`src/rtl/gmm_out_ram_ctrl_if.sv`:
```
// Stream-in and RAM port-2 signals of the GMM output RAM controller.
// A word moves when in_valid and in_ready are both high on a clock edge; in_valid/in_data/in_last must hold until then.
interface gmm_out_ram_ctrl_if #(
  parameter int DATA_W = 256
);
  logic              in_valid;
  logic [DATA_W-1:0] in_data;
  logic              in_last;
  logic              in_ready;

  logic [5:0]          ram_address2;
  logic                ram_chipselect2;
  logic                ram_write2;
  logic [DATA_W-1:0]   ram_writedata2;
  logic [DATA_W/8-1:0] ram_byteenable2;
  logic                ram_clken2;

  // master: word producer (and RAM-side observer); slave: the controller
  modport master (
    output in_valid, in_data, in_last,
    input  in_ready,
    input  ram_address2, ram_chipselect2, ram_write2, ram_writedata2,
    input  ram_byteenable2, ram_clken2
  );

  modport slave (
    input  in_valid, in_data, in_last,
    output in_ready,
    output ram_address2, ram_chipselect2, ram_write2, ram_writedata2,
    output ram_byteenable2, ram_clken2
  );
endinterface

```
`src/rtl/gmm_out_ram_ctrl.sv`:
```
// Ping-pong writer for the 64-word GMM output RAM: fills one bank while the CPU drains the other,
// committing a bank on its last slot or on in_last, and stalling while the bank to be filled is still owned by the CPU.
module gmm_out_ram_ctrl #(
  parameter int DATA_W     = 256,
  parameter int BANK_DEPTH = 32
) (
  input  logic               clk,
  input  logic               reset,
  input  logic               enable,
  gmm_out_ram_ctrl_if.slave  bus,
  input  logic               release_valid,
  input  logic               release_bank,
  output logic [1:0]         bank_full,
  output logic [5:0]         bank_len0,
  output logic [5:0]         bank_len1,
  output logic               cur_bank,
  output logic               irq,
  output logic               err_release,
  output logic [1:0]         dbg_state
);

  localparam int PTR_W = $clog2(BANK_DEPTH);

  typedef enum logic [1:0] {
    S_IDLE  = 2'd0,
    S_FILL  = 2'd1,
    S_STALL = 2'd2
  } state_t;

  state_t              state;
  logic [PTR_W-1:0]    wr_ptr;
  logic [5:0]          addr_hold;
  logic [DATA_W-1:0]   data_hold;
  logic [5:0]          word_addr;
  logic [1:0]          full_next;
  logic                cur_full;
  logic                accept;
  logic                commit;
  logic                rel_ok;
  logic                rel_err;

  assign cur_full = bank_full[cur_bank];
  // Reset gates in_ready so nothing reaches the RAM during a reset cycle.
  assign bus.in_ready = !reset && (state == S_FILL) && !cur_full;
  assign accept   = bus.in_valid && bus.in_ready;
  assign commit   = accept && ((wr_ptr == PTR_W'(BANK_DEPTH - 1)) || bus.in_last);
  // Releases are judged against the pre-commit flags.
  assign rel_ok   = release_valid && bank_full[release_bank];
  assign rel_err  = release_valid && !bank_full[release_bank];

  always_comb begin
    full_next = bank_full;
    if (rel_ok) full_next[release_bank] = 1'b0;
    if (commit) full_next[cur_bank] = 1'b1;
  end

  always_comb begin
    word_addr = '0;
    word_addr[PTR_W] = cur_bank;
    word_addr[PTR_W-1:0] = wr_ptr;
  end

  assign bus.ram_write2      = accept;
  assign bus.ram_chipselect2 = accept;
  assign bus.ram_address2    = accept ? word_addr : addr_hold;
  assign bus.ram_writedata2  = accept ? bus.in_data : data_hold;
  assign bus.ram_byteenable2 = '1;
  assign bus.ram_clken2      = 1'b1;
  assign dbg_state           = state;

  always_ff @(posedge clk) begin
    if (reset) begin
      state       <= S_IDLE;
      wr_ptr      <= '0;
      cur_bank    <= 1'b0;
      bank_full   <= 2'b00;
      bank_len0   <= '0;
      bank_len1   <= '0;
      irq         <= 1'b0;
      err_release <= 1'b0;
      addr_hold   <= '0;
      data_hold   <= '0;
    end else begin
      bank_full <= full_next;
      irq       <= |full_next;
      if (rel_err) err_release <= 1'b1;

      if (accept) begin
        addr_hold <= word_addr;
        data_hold <= bus.in_data;
      end

      if (commit) begin
        if (cur_bank) bank_len1 <= 6'(wr_ptr) + 6'd1;
        else          bank_len0 <= 6'(wr_ptr) + 6'd1;
        cur_bank <= ~cur_bank;
        wr_ptr   <= '0;
      end else if (accept) begin
        wr_ptr <= wr_ptr + PTR_W'(1);
      end

      // Disabling only takes effect on a bank boundary so a partial bank is never stranded.
      case (state)
        S_IDLE: begin
          if (enable) state <= S_FILL;
        end
        S_FILL: begin
          if (!enable && ((wr_ptr == '0 && !accept) || commit)) state <= S_IDLE;
          else if (cur_full)                                   state <= S_STALL;
        end
        S_STALL: begin
          if (!enable && wr_ptr == '0) state <= S_IDLE;
          else if (!cur_full)          state <= S_FILL;
        end
        default: state <= S_IDLE;
      endcase
    end
  end

  a_no_write_to_full: assert property (@(posedge clk) disable iff (reset) accept |-> !cur_full);
  a_irq_tracks_flags: assert property (@(posedge clk) disable iff (reset) irq == |bank_full);
  a_ptr_in_range:     assert property (@(posedge clk) disable iff (reset) wr_ptr <= PTR_W'(BANK_DEPTH - 1));

endmodule

```
`src/flat_wrapper.sv`:
```
// flat-port wrapper written by rule: the top's interface ports become plain ports
module gmm_out_ram_ctrl_flat 
#(
  parameter int DATA_W     = 256,
  parameter int BANK_DEPTH = 32
)
  (clk, reset, enable, release_valid, release_bank, bank_full, bank_len0, bank_len1, cur_bank, irq, err_release, dbg_state, bus_in_valid, bus_in_data, bus_in_last, bus_in_ready, bus_ram_address2, bus_ram_chipselect2, bus_ram_write2, bus_ram_writedata2, bus_ram_byteenable2, bus_ram_clken2);
  gmm_out_ram_ctrl_if #(.DATA_W(DATA_W)) bus_i ();
  input  logic clk;
  input  logic reset;
  input  logic enable;
  input  logic release_valid;
  input  logic release_bank;
  output logic [1:0] bank_full;
  output logic [5:0] bank_len0;
  output logic [5:0] bank_len1;
  output logic cur_bank;
  output logic irq;
  output logic err_release;
  output logic [1:0] dbg_state;
  input wire logic [$bits(bus_i.in_valid)-1:0] bus_in_valid;
  input wire logic [$bits(bus_i.in_data)-1:0] bus_in_data;
  input wire logic [$bits(bus_i.in_last)-1:0] bus_in_last;
  output wire logic [$bits(bus_i.in_ready)-1:0] bus_in_ready;
  output wire logic [$bits(bus_i.ram_address2)-1:0] bus_ram_address2;
  output wire logic [$bits(bus_i.ram_chipselect2)-1:0] bus_ram_chipselect2;
  output wire logic [$bits(bus_i.ram_write2)-1:0] bus_ram_write2;
  output wire logic [$bits(bus_i.ram_writedata2)-1:0] bus_ram_writedata2;
  output wire logic [$bits(bus_i.ram_byteenable2)-1:0] bus_ram_byteenable2;
  output wire logic [$bits(bus_i.ram_clken2)-1:0] bus_ram_clken2;
  assign bus_i.in_valid = bus_in_valid;
  assign bus_i.in_data = bus_in_data;
  assign bus_i.in_last = bus_in_last;
  assign bus_in_ready = bus_i.in_ready;
  assign bus_ram_address2 = bus_i.ram_address2;
  assign bus_ram_chipselect2 = bus_i.ram_chipselect2;
  assign bus_ram_write2 = bus_i.ram_write2;
  assign bus_ram_writedata2 = bus_i.ram_writedata2;
  assign bus_ram_byteenable2 = bus_i.ram_byteenable2;
  assign bus_ram_clken2 = bus_i.ram_clken2;
  gmm_out_ram_ctrl #(.DATA_W(DATA_W), .BANK_DEPTH(BANK_DEPTH)) u_core (.clk(clk), .reset(reset), .enable(enable), .bus(bus_i), .release_valid(release_valid), .release_bank(release_bank), .bank_full(bank_full), .bank_len0(bank_len0), .bank_len1(bank_len1), .cur_bank(cur_bank), .irq(irq), .err_release(err_release), .dbg_state(dbg_state));
endmodule
```
`config.mk`:
```
export PLATFORM = sky130hd
export DESIGN_NAME = gmm_out_ram_ctrl_flat
export DESIGN_NICKNAME = d
export VERILOG_FILES = /design/src/rtl/gmm_out_ram_ctrl_if.sv /design/src/rtl/gmm_out_ram_ctrl.sv /design/src/flat_wrapper.sv
export SDC_FILE = /design/constraint.sdc
export NUM_CORES = 1
export LEC_CHECK = 0
export BUFFER_PORTS_ARGS = -buffer_cell sky130_fd_sc_hd__buf_2
export CORE_AREA = 2 2 226 228
export CTS_CLUSTER_SIZE = 12
export DETAILED_ROUTE_END_ITERATION = 10
export DIE_AREA = 0 0 228 230
export PLACE_DENSITY = 0.6
export SLEW_MARGIN = 20
export SYNTH_ARGS = -nofsm -noshare
export SYNTH_HDL_FRONTEND = slang
export SYNTH_SLANG_ARGS = --single-unit
```
`constraint.sdc`:
```
create_clock -name clk -period 1.8 [get_ports clk]
set_clock_uncertainty 0.05 [all_clocks]
set_input_delay 0.27 -clock clk [delete_from_list [all_inputs] [get_ports clk]]
set_output_delay 0.27 -clock clk [all_outputs]
set_load 0.01 [all_outputs]
```
* After elaboration in Yosys (flattened, before gate mapping) *
Cells that the tools add are included.

operators by class
  reduce and logical (&&, ||, !) cells = 25
  add/sub/neg operators = 2
  equal/unequal tests = 6
  bitwise gates (word level) = 4
  magnitude comparators = 4
  muxes and demuxes = 18

operators with widths
  kind                 number
  $mux 256             1
  $mux 2               7
  $logic_and 1x1->1    11
  $add 5x1->6 const B  1
  $mux 1               6
  $mux 6               1
  $pmux 2 s3           1
  $add 5x1->5 const B  1
  $eq 5x5->1 const B   1
  $logic_not 1->1      5
  $logic_not 5->1      1
  $lt 1x2->1 const B   2
  $reduce_and 2->1     2
  $reduce_or 2->1      2
  $ne 3x2->1 const B   1
  $ne 3x3->1 const B   1
  $reduce_and 3->1     1
  $and 2x2->2          1
  $demux 1 s1          2
  $eq 2x1->1 const B   1
  $eq 2x2->1 const B   1
  $ge 1x1->1 const B   2
  $logic_not 2->1      1
  $logic_or 1x1->1     2
  other kinds (4)      4

word-level totals
  register bits after elaboration = 286

* Longest topological paths before layout *
  depth in word-level cells = 11
  depth in mapped cells = 8
  gate-level depth less buffers = 7

* Worst setup path before layout *
Ideal clock, no wire load.

  path type = register to register
  start point = register u_core.wr_ptr[0]
  end point = register u_core.bank_len1[1]
  data required time = 1.622 ns
  arrival time = 1.803 ns
  cell stages (with the launch flop) = 9
  setup time = 0.128 ns
  path slack = -0.181 ns
  period minus slack after synthesis = 1.981 ns
  path buffers = 1
  cell sequence = dfxtp_1 ha_1 and3_1 ha_1 or2_2 and4_1 buf_2 mux2i_1 nor2_1

on the way
  cells in the longest elaborated chain, start to end = 4

ends and longest elaborated chain
  element                                                              RTL line                RTL
  start, declared                                                      gmm_out_ram_ctrl.sv:31  logic [PTR_W-1:0] wr_ptr;
  start signal, assigned                                               gmm_out_ram_ctrl.sv:99  wr_ptr <= wr_ptr + PTR_W'(1);
  parallel branches: the longest is 4 deep, another holds $add 5x1->6  n/a
  end signal, assigned                                                 gmm_out_ram_ctrl.sv:94  if (cur_bank) bank_len1 <= 6'(wr_ptr) + 6'd1;
  end, declared                                                        gmm_out_ram_ctrl.sv:15  output logic [5:0] bank_len1,

Parallel ways; which one is timed is not known.
A chain may end at the register's enable or synchronous reset.

* Worst setup path in the final report *
  start point = register u_core.cur_bank
  end point = output bus_ram_writedata2[70]

on the way
  cells in the longest elaborated chain, start to end = 6

ends and longest elaborated chain
  element                                    RTL line                RTL
  start, declared                            gmm_out_ram_ctrl.sv:16  output logic cur_bank,
  start signal, assigned                     gmm_out_ram_ctrl.sv:96  cur_bank <= ~cur_bank;
  $mux 1 (implied by the code) (2 in a row)  gmm_out_ram_ctrl.sv:42  assign cur_full = bank_full[cur_bank];
  $logic_not 1->1                            gmm_out_ram_ctrl.sv:44  assign bus.in_ready = !reset && (state == S_FILL) && !cur_full;
  $logic_and 1x1->1                          gmm_out_ram_ctrl.sv:44
  $logic_and 1x1->1                          gmm_out_ram_ctrl.sv:45  assign accept = bus.in_valid && bus.in_ready;
  $mux 256                                   gmm_out_ram_ctrl.sv:66  assign bus.ram_writedata2 = accept ? bus.in_data : data_hold;
  end, declared                              flat_wrapper.sv:28      output wire logic [$bits(bus_i.ram_writedata2)-1:0] bus_ram_writedata2;

Every way passes these cells. The select of a mux whose other input is x is not followed.

==> metrics.txt <==
vias in the first global route 10200; failing checks negative setup slack; Crit path required time 1.48 ns; cell mode on critical path buf_12; Final setup viols 319; outcome finished, violations left; top cell type's share of synthesized area 0.463; f_max 400 MHz; routed vias/inst 3.99; largest net degree at the start of global routing 56; utilization after layout 0.378; most frequent cell after synthesis dfxtp_1; initial antenna violation count 1; clock-pin slew on the worst setup and hold paths 0.06 ns; CP bufs+invs 3; worst hold path type in2reg; Hold Path Depth 3; core area 49900 um^2; number of synthesized register bits 286; Mapped Avg Cell Area 12.4 um^2; Layout area overhead 52.4%; P_leak 9.83 nW; initial core utilization 0.248; Core Rows 82; CP Capture Type primary output; Final HPWL DP 27300 um; Nets 1991; leading area contributor after synthesis dfxtp_1; # port buffers 546; Finished Layout Cells 2422; gpl congestion 0.941; wire length per cell 15.7 um; EDFF count, synth 0; Root Buffer clkbuf_16; FF-to-FF setup slack -0.08 ns; top cells by count, synth dfxtp_1 (286), and2_1 (262), mux2_4 (213); Worst path max stage delay 0.36 ns; first-pass GRT wire length 56800 um; Max-Cap Viols 0; post-synth cell types 40; total DRC errors in the routed layout 0; worst setup margin -0.703 ns; Crit-path slowest cell dfxtp_2; Post-Syn Instances 996; clock latency on the worst-skew pair 0.54 ns; CP delay by family, top multiplexers; Final Critical Period 2.50 ns; Setup crit start kind flip-flop; CTS max path bufs 3; PD cells 818 nW/um^2; Routed Antenna Nets 0; ys async rst share 0; r2r worst-path depth 8; CP cell instances mux2i_4 > nand2_8 > buf_12 > buf_12 > mux2_4 > buf_2; Peak VDD IR 698 uV; layout cells sized above 1 0.544; post-synthesis cell area 12400 um^2; clk sink count 286; crit path max fanout 25; chip width 228 um; CP Class reg2out; DIE AREA 52400 um^2; total I/O pin count 580; total congestion overflow 0; final WL 38000 um; post-synthesis sequential area ratio 0.463; Slew Limit Fails 0; Ys Warns 0; Final period util 1.39; Filler Cell Count 4874; Starting DRT DRC Count 322; Total Routing Usage GR 0.137; CP arrival 2.18 ns; final-report hold violation count 0; Synth area leaders dfxtp_1 (46%), mux2_4 (26%), and2_1 (13%); CTS tree built; Die Y 230 um; ys flop type dfxtp_1; TritonCTS buffer count 35; DP Cell Count 2219; RSZ-0062 raised after global routing yes; via count 9675; H-tree levels 2; Pre-Repair DR Iteration Count 4; Stages on worst setup path 6
## flip-flops by register name, summed over array words and instances, names as in the netlist
| register | cells |
|---|---|
| u_core.addr_hold | 6 |
| u_core.bank_full | 2 |
| u_core.bank_len0 | 6 |
| u_core.bank_len1 | 6 |
| u_core.cur_bank | 1 |
| u_core.data_hold | 256 |
| u_core.dbg_state | 2 |
| u_core.err_release | 1 |
| u_core.irq | 1 |
| u_core.wr_ptr | 5 |
## metrics by stage
step	TNS (ns)	hold slack, ns	setup slack [ns]	area (um^2)	power (mW)
after floorplan	0	0.361	0.00408	12500	7.76
final	-172.22	0.0443	-0.703	18900	15.4
after global placement	-66.61	0.408	-0.251	16200	8.51
after global routing	-204.96	0.0164	-0.786	18900	16.1
after CTS	-189.54	0.000106	-0.756	18700	15.7
after detailed placement	-69.75	0.415	-0.268	16200	8.53
## placed cells by master, fill, tap and decap left out, types with 4 or more instances in the layout
master | netlist | final
nand3_1 | 6 | 6
nand2_1 | 6 | 6
o21ai_0 | 5 | 5
mux2i_1 | 10 | 9
and2_1 | 262 | 262
clkbuf_8 | 0 | 7
clkbuf_16 | 0 | 38
buf_4 | 34 | 55
nor2_1 | 17 | 17
mux2_2 | 48 | 48
a211oi_1 | 4 | 4
clkinv_2 | 0 | 7
a21oi_1 | 8 | 8
conb_1 | 1 | 33
buf_12 | 0 | 16
dfxtp_1 | 286 | 283
dlygate4sd3_1 | 0 | 137
buf_2 | 5 | 527
mux2_4 | 213 | 213
clkbuf_1 | 33 | 4
inv_6 | 0 | 4
buf_6 | 26 | 18
## final timing paths
check / from / endpoint
max: u_core.cur_bank / bus_ram_writedata2[70]
min reg2reg: u_core.err_release / u_core.err_release
min: bus_in_data[44] / u_core.data_hold[44]
max reg2reg: u_core.wr_ptr[1] / u_core.bank_len1[1]
## report_power, final
part | total (mW) | internal, mW | switching [mW]
Combinational | 2.13 | 1.23 | 0.905
Sequential | 6.55 | 6.50 | 0.0498
Clock | 6.75 | 3.88 | 2.87
## repair_timing
item,4_1_cts,5_1_grt
hold endpoints to repair,137,0
buffers inserted,0,1
gates resized for setup,17,5
cloned,0,3
setup endpoints to repair,374,481
hold buffers,137,0
## worst min-delay path: cells and delay by family
kind                   cells  cell delay, ns
AND/OR/NAND/NOR            1            0.11
buffers and inverters      1            0.08
multiplexers               1            0.13
## area by class of cell
cell class	count	area [um^2]	share of cell area
tap	672	841	0.0446
clock inverter	15	103	0.00544
antenna	1	2.50	0.000133
clock buffer	46	987	0.0523
multi-input combinational	640	6100	0.323
sequential	286	5730	0.304
inverter	4	23.8	0.00126
timing repair buffer	758	5070	0.269
## cells by family (layout without fill, tap and decap cells)
family          count (synthesis)  count (layout)  synth area share
compound gates                 24              24            0.0118
other cells                     1              34          0.000303
fa+ha+maj                       3               3           0.00303
buf+inv                       102             823            0.0575
xor+xnor                        3               3           0.00212
simple gates                  306             306             0.152
flops                         286             286             0.463
mux                           271             271             0.310
## metal layers
metal  global-route usage  routed length, um
met1                0.159              15600
met2                0.236              18700
met3               0.0329               2330
met4               0.0652               1410
met5                    0                  0
(Power assumes the default switching activity.)
